`src/rtl/pc_sequencer_if.sv`:
```
// pc_sequencer_if: control bundle between the accumulator CPU sequencer and its datapath.
//
// Purpose: carries the decoded opcode and flags into the sequencer, and the PC/IR/memory/
// accumulator strobes out of it.
//   Inputs to the sequencer : Opcode[4:0] (IR[15:11]), Zero, Run, MemReady (optional)
//   Outputs of the sequencer: PCWrite, Branch, bneOrbeq, PCSrc[1:0], IRWrite, MemRead,
//                             MemWrite, AccWrite, ALUOp[1:0], Halted, State[2:0]
// Build option: PC_SEQ_WAIT_STATE_EN adds the MemReady handshake input.
// Modports: master = sequencer side, slave = datapath side.

interface pc_sequencer_if;
    logic [4:0] Opcode;
    logic       Zero;
    logic       Run;
`ifdef PC_SEQ_WAIT_STATE_EN
    logic       MemReady;
`endif
    logic       PCWrite;
    logic       Branch;
    logic       bneOrbeq;
    logic [1:0] PCSrc;
    logic       IRWrite;
    logic       MemRead;
    logic       MemWrite;
    logic       AccWrite;
    logic [1:0] ALUOp;
    logic       Halted;
    logic [2:0] State;

    modport master (
        output PCWrite, Branch, bneOrbeq, PCSrc, IRWrite, MemRead, MemWrite, AccWrite,
        output ALUOp, Halted, State,
`ifdef PC_SEQ_WAIT_STATE_EN
        input  MemReady,
`endif
        input  Opcode, Zero, Run
    );

    modport slave (
        input  PCWrite, Branch, bneOrbeq, PCSrc, IRWrite, MemRead, MemWrite, AccWrite,
        input  ALUOp, Halted, State,
`ifdef PC_SEQ_WAIT_STATE_EN
        output MemReady,
`endif
        output Opcode, Zero, Run
    );
endinterface

```
`src/rtl/pc_sequencer.sv`:
```
// pc_sequencer: multicycle control FSM for the accumulator CPU.
//
// Purpose: steps each instruction through FETCH/DECODE/EXEC/MEM/WB, parks in HALT on HALT_OP,
// and drives the PC select/enable, IR, memory and accumulator strobes.
// Ports:
//   CLK   - system clock, rising edge
//   reset - asynchronous active-low reset (0 = in reset)
//   bus   - pc_sequencer_if.master: Opcode/Zero/Run(/MemReady) in, control strobes out
// Build option: define PC_SEQ_WAIT_STATE_EN to stretch FETCH and MEM with MemReady.
// Outputs are decoded from the registered state plus Opcode (and Run in FETCH); Zero is only
// consumed by the PC block through Branch/bneOrbeq, never by this block.

module pc_sequencer #(
    parameter logic [2:0] RESET_STATE = 3'd0,
    parameter logic [4:0] HALT_OP     = 5'b11111
) (
    input logic            CLK,
    input logic            reset,
    pc_sequencer_if.master bus
);

    localparam logic [4:0] OpLoad  = 5'b00000;
    localparam logic [4:0] OpStore = 5'b00001;
    localparam logic [4:0] OpAdd   = 5'b00010;
    localparam logic [4:0] OpSub   = 5'b00011;
    localparam logic [4:0] OpBeq   = 5'b00100;
    localparam logic [4:0] OpBne   = 5'b00101;
    localparam logic [4:0] OpJ     = 5'b00110;
    localparam logic [4:0] OpJr    = 5'b00111;

    typedef enum logic [2:0] {
        StFetch  = 3'd0,
        StDecode = 3'd1,
        StExec   = 3'd2,
        StMem    = 3'd3,
        StWb     = 3'd4,
        StHalt   = 3'd7
    } state_e;

    state_e     r_state;
    state_e     w_next;
    logic       w_mem_ready;
    logic       w_is_mem_op;
    logic       w_is_acc_op;
    logic       w_unused_zero;

    logic       w_pc_write;
    logic       w_branch;
    logic       w_bne_or_beq;
    logic [1:0] w_pc_src;
    logic       w_ir_write;
    logic       w_mem_read;
    logic       w_mem_write;
    logic       w_acc_write;
    logic [1:0] w_alu_op;
    logic       w_halted;

`ifdef PC_SEQ_WAIT_STATE_EN
    assign w_mem_ready = bus.MemReady;
`else
    assign w_mem_ready = 1'b1;
`endif

    assign w_unused_zero = bus.Zero;

    // LOAD/STORE/ADD/SUB occupy opcodes 0..3; all but STORE write the accumulator.
    assign w_is_mem_op = (bus.Opcode[4:2] == 3'b000);
    assign w_is_acc_op = w_is_mem_op && (bus.Opcode != OpStore);

    always_comb begin
        w_next = r_state;
        case (r_state)
            StFetch:  if (bus.Run && w_mem_ready) w_next = StDecode;
            StDecode: w_next = (bus.Opcode == HALT_OP) ? StHalt : StExec;
            StExec:   w_next = w_is_mem_op ? StMem : StFetch;
            StMem:    if (w_mem_ready) w_next = w_is_acc_op ? StWb : StFetch;
            StWb:     w_next = StFetch;
            StHalt:   w_next = StHalt;
            default:  w_next = StFetch;
        endcase
    end

    always_ff @(posedge CLK or negedge reset) begin
        if (!reset) begin
            r_state <= state_e'(RESET_STATE);
        end else begin
            r_state <= w_next;
        end
    end

    always_comb begin
        w_pc_write   = 1'b0;
        w_branch     = 1'b0;
        w_bne_or_beq = 1'b0;
        w_pc_src     = 2'd0;
        w_ir_write   = 1'b0;
        w_mem_read   = 1'b0;
        w_mem_write  = 1'b0;
        w_acc_write  = 1'b0;
        w_alu_op     = 2'd0;
        w_halted     = 1'b0;
        // Gating on reset makes every strobe drop the instant reset asserts, including the
        // FETCH strobes that would otherwise follow Run while the state is held at FETCH.
        if (reset) begin
            case (r_state)
                StFetch: begin
                    if (bus.Run) begin
                        w_mem_read = 1'b1;
                        w_ir_write = 1'b1;
                        // PC advances only in the cycle the fetch completes.
                        w_pc_write = w_mem_ready;
                    end
                end
                StExec: begin
                    case (bus.Opcode)
                        OpBeq: begin
                            w_branch     = 1'b1;
                            w_bne_or_beq = 1'b1;
                            w_pc_src     = 2'd2;
                            w_alu_op     = 2'd1;
                        end
                        OpBne: begin
                            w_branch = 1'b1;
                            w_pc_src = 2'd2;
                            w_alu_op = 2'd1;
                        end
                        OpJ: begin
                            w_pc_write = 1'b1;
                            w_pc_src   = 2'd1;
                        end
                        OpJr: begin
                            w_pc_write = 1'b1;
                            w_pc_src   = 2'd3;
                        end
                        default: ;
                    endcase
                end
                StMem: begin
                    if (bus.Opcode == OpStore) begin
                        w_mem_write = w_mem_ready;
                    end else if (w_is_acc_op) begin
                        w_mem_read = 1'b1;
                    end
                end
                StWb: begin
                    if (w_is_acc_op) begin
                        w_acc_write = 1'b1;
                        case (bus.Opcode)
                            OpLoad:  w_alu_op = 2'd2;
                            OpSub:   w_alu_op = 2'd1;
                            OpAdd:   w_alu_op = 2'd0;
                            default: w_alu_op = 2'd0;
                        endcase
                    end
                end
                StHalt:  w_halted = 1'b1;
                default: ;
            endcase
        end
    end

    assign bus.PCWrite  = w_pc_write;
    assign bus.Branch   = w_branch;
    assign bus.bneOrbeq = w_bne_or_beq;
    assign bus.PCSrc    = w_pc_src;
    assign bus.IRWrite  = w_ir_write;
    assign bus.MemRead  = w_mem_read;
    assign bus.MemWrite = w_mem_write;
    assign bus.AccWrite = w_acc_write;
    assign bus.ALUOp    = w_alu_op;
    assign bus.Halted   = w_halted;
    assign bus.State    = r_state;

endmodule

```
`src/flat_wrapper.sv`:
```
// flat-port wrapper written by rule: the top's interface ports become plain ports
module pc_sequencer_flat 
#(
    parameter logic [2:0] RESET_STATE = 3'd0,
    parameter logic [4:0] HALT_OP     = 5'b11111
)
  (CLK, reset, bus_PCWrite, bus_Branch, bus_bneOrbeq, bus_PCSrc, bus_IRWrite, bus_MemRead, bus_MemWrite, bus_AccWrite, bus_ALUOp, bus_Halted, bus_State, bus_Opcode, bus_Zero, bus_Run);
  pc_sequencer_if bus_i ();
  input logic CLK;
  input logic reset;
  output wire logic [$bits(bus_i.PCWrite)-1:0] bus_PCWrite;
  output wire logic [$bits(bus_i.Branch)-1:0] bus_Branch;
  output wire logic [$bits(bus_i.bneOrbeq)-1:0] bus_bneOrbeq;
  output wire logic [$bits(bus_i.PCSrc)-1:0] bus_PCSrc;
  output wire logic [$bits(bus_i.IRWrite)-1:0] bus_IRWrite;
  output wire logic [$bits(bus_i.MemRead)-1:0] bus_MemRead;
  output wire logic [$bits(bus_i.MemWrite)-1:0] bus_MemWrite;
  output wire logic [$bits(bus_i.AccWrite)-1:0] bus_AccWrite;
  output wire logic [$bits(bus_i.ALUOp)-1:0] bus_ALUOp;
  output wire logic [$bits(bus_i.Halted)-1:0] bus_Halted;
  output wire logic [$bits(bus_i.State)-1:0] bus_State;
  input wire logic [$bits(bus_i.Opcode)-1:0] bus_Opcode;
  input wire logic [$bits(bus_i.Zero)-1:0] bus_Zero;
  input wire logic [$bits(bus_i.Run)-1:0] bus_Run;
  assign bus_PCWrite = bus_i.PCWrite;
  assign bus_Branch = bus_i.Branch;
  assign bus_bneOrbeq = bus_i.bneOrbeq;
  assign bus_PCSrc = bus_i.PCSrc;
  assign bus_IRWrite = bus_i.IRWrite;
  assign bus_MemRead = bus_i.MemRead;
  assign bus_MemWrite = bus_i.MemWrite;
  assign bus_AccWrite = bus_i.AccWrite;
  assign bus_ALUOp = bus_i.ALUOp;
  assign bus_Halted = bus_i.Halted;
  assign bus_State = bus_i.State;
  assign bus_i.Opcode = bus_Opcode;
  assign bus_i.Zero = bus_Zero;
  assign bus_i.Run = bus_Run;
  pc_sequencer #(.RESET_STATE(RESET_STATE), .HALT_OP(HALT_OP)) u_core (.CLK(CLK), .reset(reset), .bus(bus_i));
endmodule
```
`config.mk`:
```
export PLATFORM = sky130hd
export DESIGN_NAME = pc_sequencer_flat
export DESIGN_NICKNAME = d
export VERILOG_FILES = /design/src/rtl/pc_sequencer_if.sv /design/src/rtl/pc_sequencer.sv /design/src/flat_wrapper.sv
export SDC_FILE = /design/constraint.sdc
export NUM_CORES = 1
export LEC_CHECK = 0
export ABC_CLOCK_PERIOD_IN_PS = 1600
export CORE_AREA = 2 2 39 41
export CTS_CLUSTER_DIAMETER = 100
export DETAILED_ROUTE_END_ITERATION = 6
export DIE_AREA = 0 0 41 43
export PLACE_DENSITY = 0.61
export SETUP_SLACK_MARGIN = 0.1
export SLEW_MARGIN = 20
export SYNTH_ARGS = -nofsm -noshare
export SYNTH_HDL_FRONTEND = slang
export SYNTH_SLANG_ARGS = --single-unit
```
`constraint.sdc`:
```
create_clock -name CLK -period 1.6 [get_ports CLK]
set_clock_uncertainty 0.1 [all_clocks]
set_input_delay 0.32 -clock CLK [delete_from_list [all_inputs] [get_ports CLK]]
set_output_delay 0.32 -clock CLK [all_outputs]
set_load 0.02 [all_outputs]
```
==> flow_metrics.py, run 1 <==
metrics = {
    "drt": {
        "num_vias": 552,
        "routed_wirelength_um": 1468,
        "drt_iter0_drc": 14,
        "drc": 0,
        "final_antenna_net_count": 0,
        "detailed_router_iteration_count_before_antenna_repair": 4,
        "wl_per_cell_um": 12.99,
        "via_per_inst": 4.885,
    },
    "timing": {
        "grt_setup_unrepaired": "yes",
        "clock.fmax_ghz": 0.5202,
        "number_of_hold_violations_in_the_final_report": 0,
        "final_worst_setup_slack_ns": -0.3223,
        "finalCritPeriodShare_pct": 120.1,
        "slew_headroom_pct": 83.89,
        "timing.final.crit_period_ns": 1.922,
        "maxSlewViolCount": 0,
        "worst_pin_slew_ns": 0.2379,
        "finalSetupViolCount": 12,
    },
    "worst_setup_path": {
        "crit_path_end_kind": "output port",
        "cp-endpoint": "bus_PCWrite",
        "critical_path.startpoint_type": "register",
        "reg2reg_setup_slack_ns": 0.01,
        "worstPathArrival_ns": 1.50,
        "critical_path_required_ns": 1.18,
        "startpoint": "u_core.bus.State[2]",
        "worst_r2r_endpoint": "u_core.bus.State[0]",
        "reg2reg_depth": 6,
        "regToRegStartpoint": "u_core.bus.State[0]",
        "timing.setup.critical_path_class": "register to output port",
        "crit_path_max_fanout": 6,
    },
    "clock_tree": {
        "tritoncts": "done",
        "clock-sinks": 3,
        "ctsLongestPathBuffers": 2,
        "root_buffer": "sky130_fd_sc_hd__clkbuf_4",
        "clk_latency_ns": 0.24,
        "numCtsBuffers": 3,
        "clock_pin_transition_on_the_worst_setup_and_hold_timing_paths_ns": 0.04,
        "depth_of_the_cts_h_tree": 1,
    },
    "power": {
        "total_leakage_power_uw": 0.0004033,
        "power.density_cell_area_mw_per_mm2": 310.6,
        "pwr-share-comb_pct": 23.8,
        "clkPwrFrac_pct": 49.2,
        "switching_power_uw": 77.11,
        "sequentialPowerShare_pct": 27.1,
        "irDropWorstVdd_uv": 130.7,
        "intPower_uw": 204.7,
        "swShare_pct": 27.36,
    },
    "grt": {
        "grt_pass1_vias": 512,
        "congestion_overflow_gr": 0,
        "grt_first_pass_wirelength_um": 2159,
        "grt_util_all_layers_pct": 17.75,
        "largest_net_degree_at_the_start_of_global_routing": 9,
        "initial_antenna_violation_count": 0,
    },
    "placed_design": {
        "gp_congestion": 0.7413,
        "dpl_cell_area_um2": 716.9,
        "post-dp-hpwl_um": 896.9,
        "placed_cells_incl_taps": 93,
        "numPortBuffers": 22,
        "pre_cts_slack_ns": -0.9736,
    },
    "floorplanning": {
        "floorplan.rows": 14,
        "start_util_pct": 22.60,
        "core_area_mm2": 0.001384,
        "die_x_um": 41,
        "die_area_mm2": 0.001763,
        "top_level_ports": 24,
        "chipHeight_um": 43,
    },
    "yosys": {
        "synth.ff_latch_count": 3,
        "dominant_combinational_cell_family_by_area_after_synthesis": "simple AND/OR/NAND/NOR gates",
        "synth_fa_ha_area_share_pct": 0,
        "netlist-cell-type-count": 21,
        "synth_compound_gate_area_share_pct": 14.40,
        "synth.avg_cell_area_um2": 7.448,
        "yosys.area_share.xor_xnor_pct": 0,
        "synth.area.mux_share_pct": 3.200,
        "yosys.area.top_type": "sky130_fd_sc_hd__dfrtp_1",
        "synth_warnings": 0,
        "netlist.area_leader.share_pct": 24.00,
        "ys_seq_area_share_pct": 24.00,
        "yosys-top-cells-area": "sky130_fd_sc_hd__dfrtp_1 24%, sky130_fd_sc_hd__nor2_1 7.2%, sky130_fd_sc_hd__nand4_1 6.0%, sky130_fd_sc_hd__o311ai_1 5.6%, sky130_fd_sc_hd__a21oi_1 4.8%",
        "synth_simple_gate_area_share_pct": 48.00,
        "synthCells": 42,
        "syn-num-nets": 51,
        "post_synth_instance_area_um2": 312.8,
    },
    "cells_and_area": {
        "final_cell_mix": "28 x sky130_fd_sc_hd__buf_4, 17 x sky130_fd_sc_hd__buf_6, 4 x sky130_fd_sc_hd__nand2_1, 4 x sky130_fd_sc_hd__dlygate4sd2_1",
        "post_layout_nonfiller_instances": 113,
        "layout_commonest_cell": "sky130_fd_sc_hd__buf_4",
        "largest_register_ffs": 3,
        "layout.core_utilization_pct": 65.55,
        "final_layout_size_suffix_gt1_share_pct": 76.29,
        "stdcell_area_um2": 907.1,
        "area_growth_syn_to_layout_pct": 190.0,
        "diodes": 0,
        "nets": 107,
        "fill_cells": 124,
    },
    "worst_hold_path": {
        "worstHoldPathType": "input port to register",
    },
    "outcome": {
        "run_status": "complete, but fails checks",
        "violations_in_the_final_reports": "setup timing",
    },
    "job": {
        "maxCapViolCount": 0,
    },
}
==> worst min-delay path by stage <==
stage / startpoint / endpoint / depth (start not counted)
after floorplan: reset / u_core.bus.State[0] / 0
after global placement: reset / u_core.bus.State[1] / 1
after detailed placement: reset / u_core.bus.State[1] / 1
after CTS: bus_Opcode[2] / u_core.bus.State[2] / 4
after global routing: bus_Opcode[4] / u_core.bus.State[2] / 4
final: bus_Opcode[4] / u_core.bus.State[2] / 4
==> per-stage QoR <==
step	TNS, ns	hold WS, ns	power (uW)
after floorplan	-1.328	-0.07559	94.40
after global placement	-11.06	0.4816	137.4
after detailed placement	-11.25	0.4821	137.8
after CTS	-2.720	0.5489	282.9
after global routing	-3.869	0.3953	295.2
final	-2.963	0.3826	281.8
==> cell usage after synthesis, drive strengths merged <==
library cell	number
nor2	6
dfrtp	3
and4	1
nand4b	1
mux2i	1
or3b	1
or2b	1
nand4	3
or4	1
nand2	4
nor3	3
nand3	2
buf	3
o311ai	2
nand2b	1
o22ai	2
inv	3
nor4	1
a21oi	3
==> critical path, stage by stage (launching register included) <==
cell and delay [ns]:
sky130_fd_sc_hd__dfrtp_2 0.41, sky130_fd_sc_hd__nor4_2 0.27, sky130_fd_sc_hd__nand4_1 0.14, sky130_fd_sc_hd__buf_6 0.16, sky130_fd_sc_hd__o22ai_4 0.14, sky130_fd_sc_hd__buf_6 0.14
==> routing by layer <==
| layer | up-vias | wire length (um) | global-route usage, % |
|---|---|---|---|
| met4 | 0 | 27 | 8.000 |
| met3 | 3 | 116 | 2.618 |
| met5 | - | 0 | 0 |
| met1 | 255 | 477 | 20.19 |
| met2 | 29 | 847 | 30.31 |
| li1 | 265 | - | - |
==> cell type report <==
class | instances | area [um2] | share of cell area (%)
flip-flops and latches | 3 | 78.83 | 8.690
repair buffers | 54 | 471.7 | 52.00
clock buffers | 4 | 26.28 | 2.897
multi-input cells | 33 | 299.0 | 32.97
well taps | 16 | 20.02 | 2.207
inverters | 3 | 11.26 | 1.241
==> power by group through the flow <==
stage	Combinational (uW)	Clock [uW]	Sequential, uW
after floorplan	17.2	0	77.2
after global placement	60.2	0	77.2
after detailed placement	60.6	0	77.2
after CTS	64.3	142	76.2
after global routing	72.3	147	76.2
final	67.0	139	76.3
==> repair_timing <==
action,in CTS,in global routing
gates resized for setup,86,21
pin swaps,7,6
cloned,0,0
setup buffers,8,7
hold buffers,1,0
setup endpoints to repair,18,16
endpoints found under the hold margin,3,0
==> cell families (layout without fill, tap and decap cells) <==
| logic type | count (synthesis) | count (layout) |
|---|---|---|
| multiplexers | 1 | 1 |
| AND/OR/NAND/NOR | 25 | 25 |
| flip-flops | 3 | 3 |
| AO/OA/AOI/OAI | 7 | 7 |
| buffers and inverters | 6 | 61 |
Note: power is estimated with default switching activity, not from simulation.
==> run 2: changes to the inputs <==
SKIP_CTS_REPAIR_TIMING = 1   (was default)
==> run 2 against run 1 <==
Against the previous run: the flow still finishes with violations (setup timing); first-iteration DRC count decreased by 100%; hold slack improved by 0.080 ns; sequential share of layout area increased by 0.60 points; total power decreased by 2.2%; via count decreased by 12%; combinational power decreased by 8.1%; worst setup slack improved by 0.0066 ns; cell area decreased by 6.5%; largest power group unchanged; global-route usage decreased by 2.6 points; die area unchanged; register-to-register slack improved by 0.11 ns.
==> flow_metrics.py, run 2 (same netlist as run 1, synthesis figures left out) <==
metrics = {
    "worst_setup_path": {
        "critical_path.startpoint_type": "register",
        "timing.critical_path.cells": "nor4_2 > nand4_1 > buf_6 > o22ai_2 > buf_6",
        "crit_path_max_fanout": 6,
        "crit_path_end_kind": "output port",
        "critical-path-top-delay-family": "flip-flops",
        "crit_path_top_delay_cell": "sky130_fd_sc_hd__dfrtp_2",
        "timing.setup.critical_path_class": "register to output port",
        "critical_path_required_ns": 1.18,
        "worstPathArrival_ns": 1.50,
        "worst_path_largest_cell_delay_ns": 0.40,
        "timing.critical_path.mode_cell": "sky130_fd_sc_hd__buf_6",
        "critPathBufInv": 2,
    },
    "clock_tree": {
        "numCtsBuffers": 3,
        "tritoncts": "done",
        "ctsLongestPathBuffers": 2,
        "root_buffer": "sky130_fd_sc_hd__clkbuf_4",
        "depth_of_the_cts_h_tree": 1,
        "clock_pin_transition_on_the_worst_setup_and_hold_timing_paths_ns": 0.04,
        "clock-sinks": 3,
        "clk_latency_ns": 0.24,
    },
    "cells_and_area": {
        "layout_commonest_cell": "sky130_fd_sc_hd__buf_4",
        "nets": 97,
        "diodes": 0,
        "area_growth_syn_to_layout_pct": 171.2,
        "layout.core_utilization_pct": 61.30,
        "largest_register_ffs": 3,
        "final_cell_mix": "21 x sky130_fd_sc_hd__buf_4, 12 x sky130_fd_sc_hd__buf_6, 9 x sky130_fd_sc_hd__dlymetal6s2s_1",
        "final_layout_size_suffix_gt1_share_pct": 65.52,
    },
    "timing": {
        "maxSlewViolCount": 0,
        "finalSetupViolCount": 11,
        "finalCritPeriodShare_pct": 119.7,
        "clock.fmax_ghz": 0.5220,
        "fin_hold_ws_ns": 0.4627,
        "totalNegativeSetupSlack_ns": -2.404,
        "slew_headroom_pct": 83.73,
        "final_worst_setup_slack_ns": -0.3157,
        "grt_setup_unrepaired": "yes",
        "worst_pin_slew_ns": 0.2402,
        "number_of_hold_violations_in_the_final_report": 0,
        "timing.final.crit_period_ns": 1.916,
    },
    "drt": {
        "drt_iter0_drc": 0,
        "num_vias": 484,
        "via_per_inst": 4.699,
        "drc": 0,
        "routed_wirelength_um": 1236,
        "detailed_router_iteration_count_before_antenna_repair": 1,
        "wl_per_cell_um": 12.00,
        "final_antenna_net_count": 0,
    },
    "grt": {
        "met1_track_demand_over_resource_in_global_routing_pct": 18.27,
        "grt_pass1_vias": 445,
        "grt_use_met2_pct": 24.06,
        "congestion_overflow_gr": 0,
        "initial_antenna_violation_count": 0,
        "grt_first_pass_wirelength_um": 1863,
        "grt-busiest-layer": "met2",
        "largest_net_degree_at_the_start_of_global_routing": 10,
        "grt_util_all_layers_pct": 15.15,
        "m3_gr_usage_pct": 2.618,
    },
    "placed_design": {
        "numPortBuffers": 22,
        "post-dp-hpwl_um": 896.9,
        "gp_congestion": 0.7413,
        "pre_cts_slack_ns": -0.9736,
    },
    "floorplanning": {
        "chipHeight_um": 43,
        "die_x_um": 41,
        "top_level_ports": 24,
        "die_area_mm2": 0.001763,
        "floorplan.rows": 14,
        "core_area_mm2": 0.001384,
        "start_util_pct": 22.60,
    },
    "job": {
        "maxCapViolCount": 0,
    },
    "power": {
        "power.density_cell_area_mw_per_mm2": 324.8,
        "irDropWorstVdd_uv": 157.4,
        "total_leakage_power_uw": 0.0004005,
    },
    "outcome": {
        "violations_in_the_final_reports": "setup timing",
        "run_status": "complete, but fails checks",
    },
    "worst_hold_path": {
        "worstHoldPathType": "input port to register",
    },
}
run 2: where the power goes:
| part | switching (uW) | internal [uW] |
|---|---|---|
| combinational | 29.0 | 32.6 |
| sequential | 0 | 76.3 |
| clock | 43.9 | 93.8 |
run 2: path summary, 6_finish.rpt:
path / cells after the start / end / slack (ns) / start
min reg2reg: 2 / u_core.bus.State[1] / 0.54 / u_core.bus.State[1]
max in group asynchronous: 2 / u_core.bus.State[1] / 0.74 / reset
max reg2reg: 4 / u_core.bus.State[0] / 0.12 / u_core.bus.State[1]
min: 4 / u_core.bus.State[2] / 0.46 / bus_Opcode[4]
min in group asynchronous: 2 / u_core.bus.State[0] / 0.49 / reset
max: 5 / bus_ALUOp[0] / -0.32 / u_core.bus.State[2]
run 2: through the flow:
stage / instance area, um2 / power (uW) / instances
CTS: 743.2 / 279.5 / 97
global route: 848.3 / 286.2 / 103
finish: 848.3 / 275.6 / 103
detailed placement: 716.9 / 137.8 / 93
floorplan: 384.1 / 94.40 / 42
global placement: 716.9 / 137.4 / 93
run 2: metal layers:
| layer | up-vias | routed length (um) |
|---|---|---|
| met4 | 0 | 28 |
| li1 | 245 | - |
| met3 | 3 | 104 |
| met1 | 216 | 471 |
| met2 | 20 | 632 |
| met5 | - | 0 |
run 2: layout make-up:
| class | instances | area [um2] |
|---|---|---|
| Inverter | 3 | 11.26 |
| Multi-Input combinational cell | 33 | 286.5 |
| Sequential cell | 3 | 78.83 |
| Timing Repair Buffer | 44 | 425.4 |
| Clock buffer | 4 | 26.28 |
| Tap cell | 16 | 20.02 |
| Fill cell | 132 | 535.5 |
run 2: worst min-delay path: stages:
cell	delay (ns)
sky130_fd_sc_hd__dlymetal6s2s_1	0.16
sky130_fd_sc_hd__nand2_1	0.08
sky130_fd_sc_hd__or4_4	0.13
sky130_fd_sc_hd__nand3_1	0.07
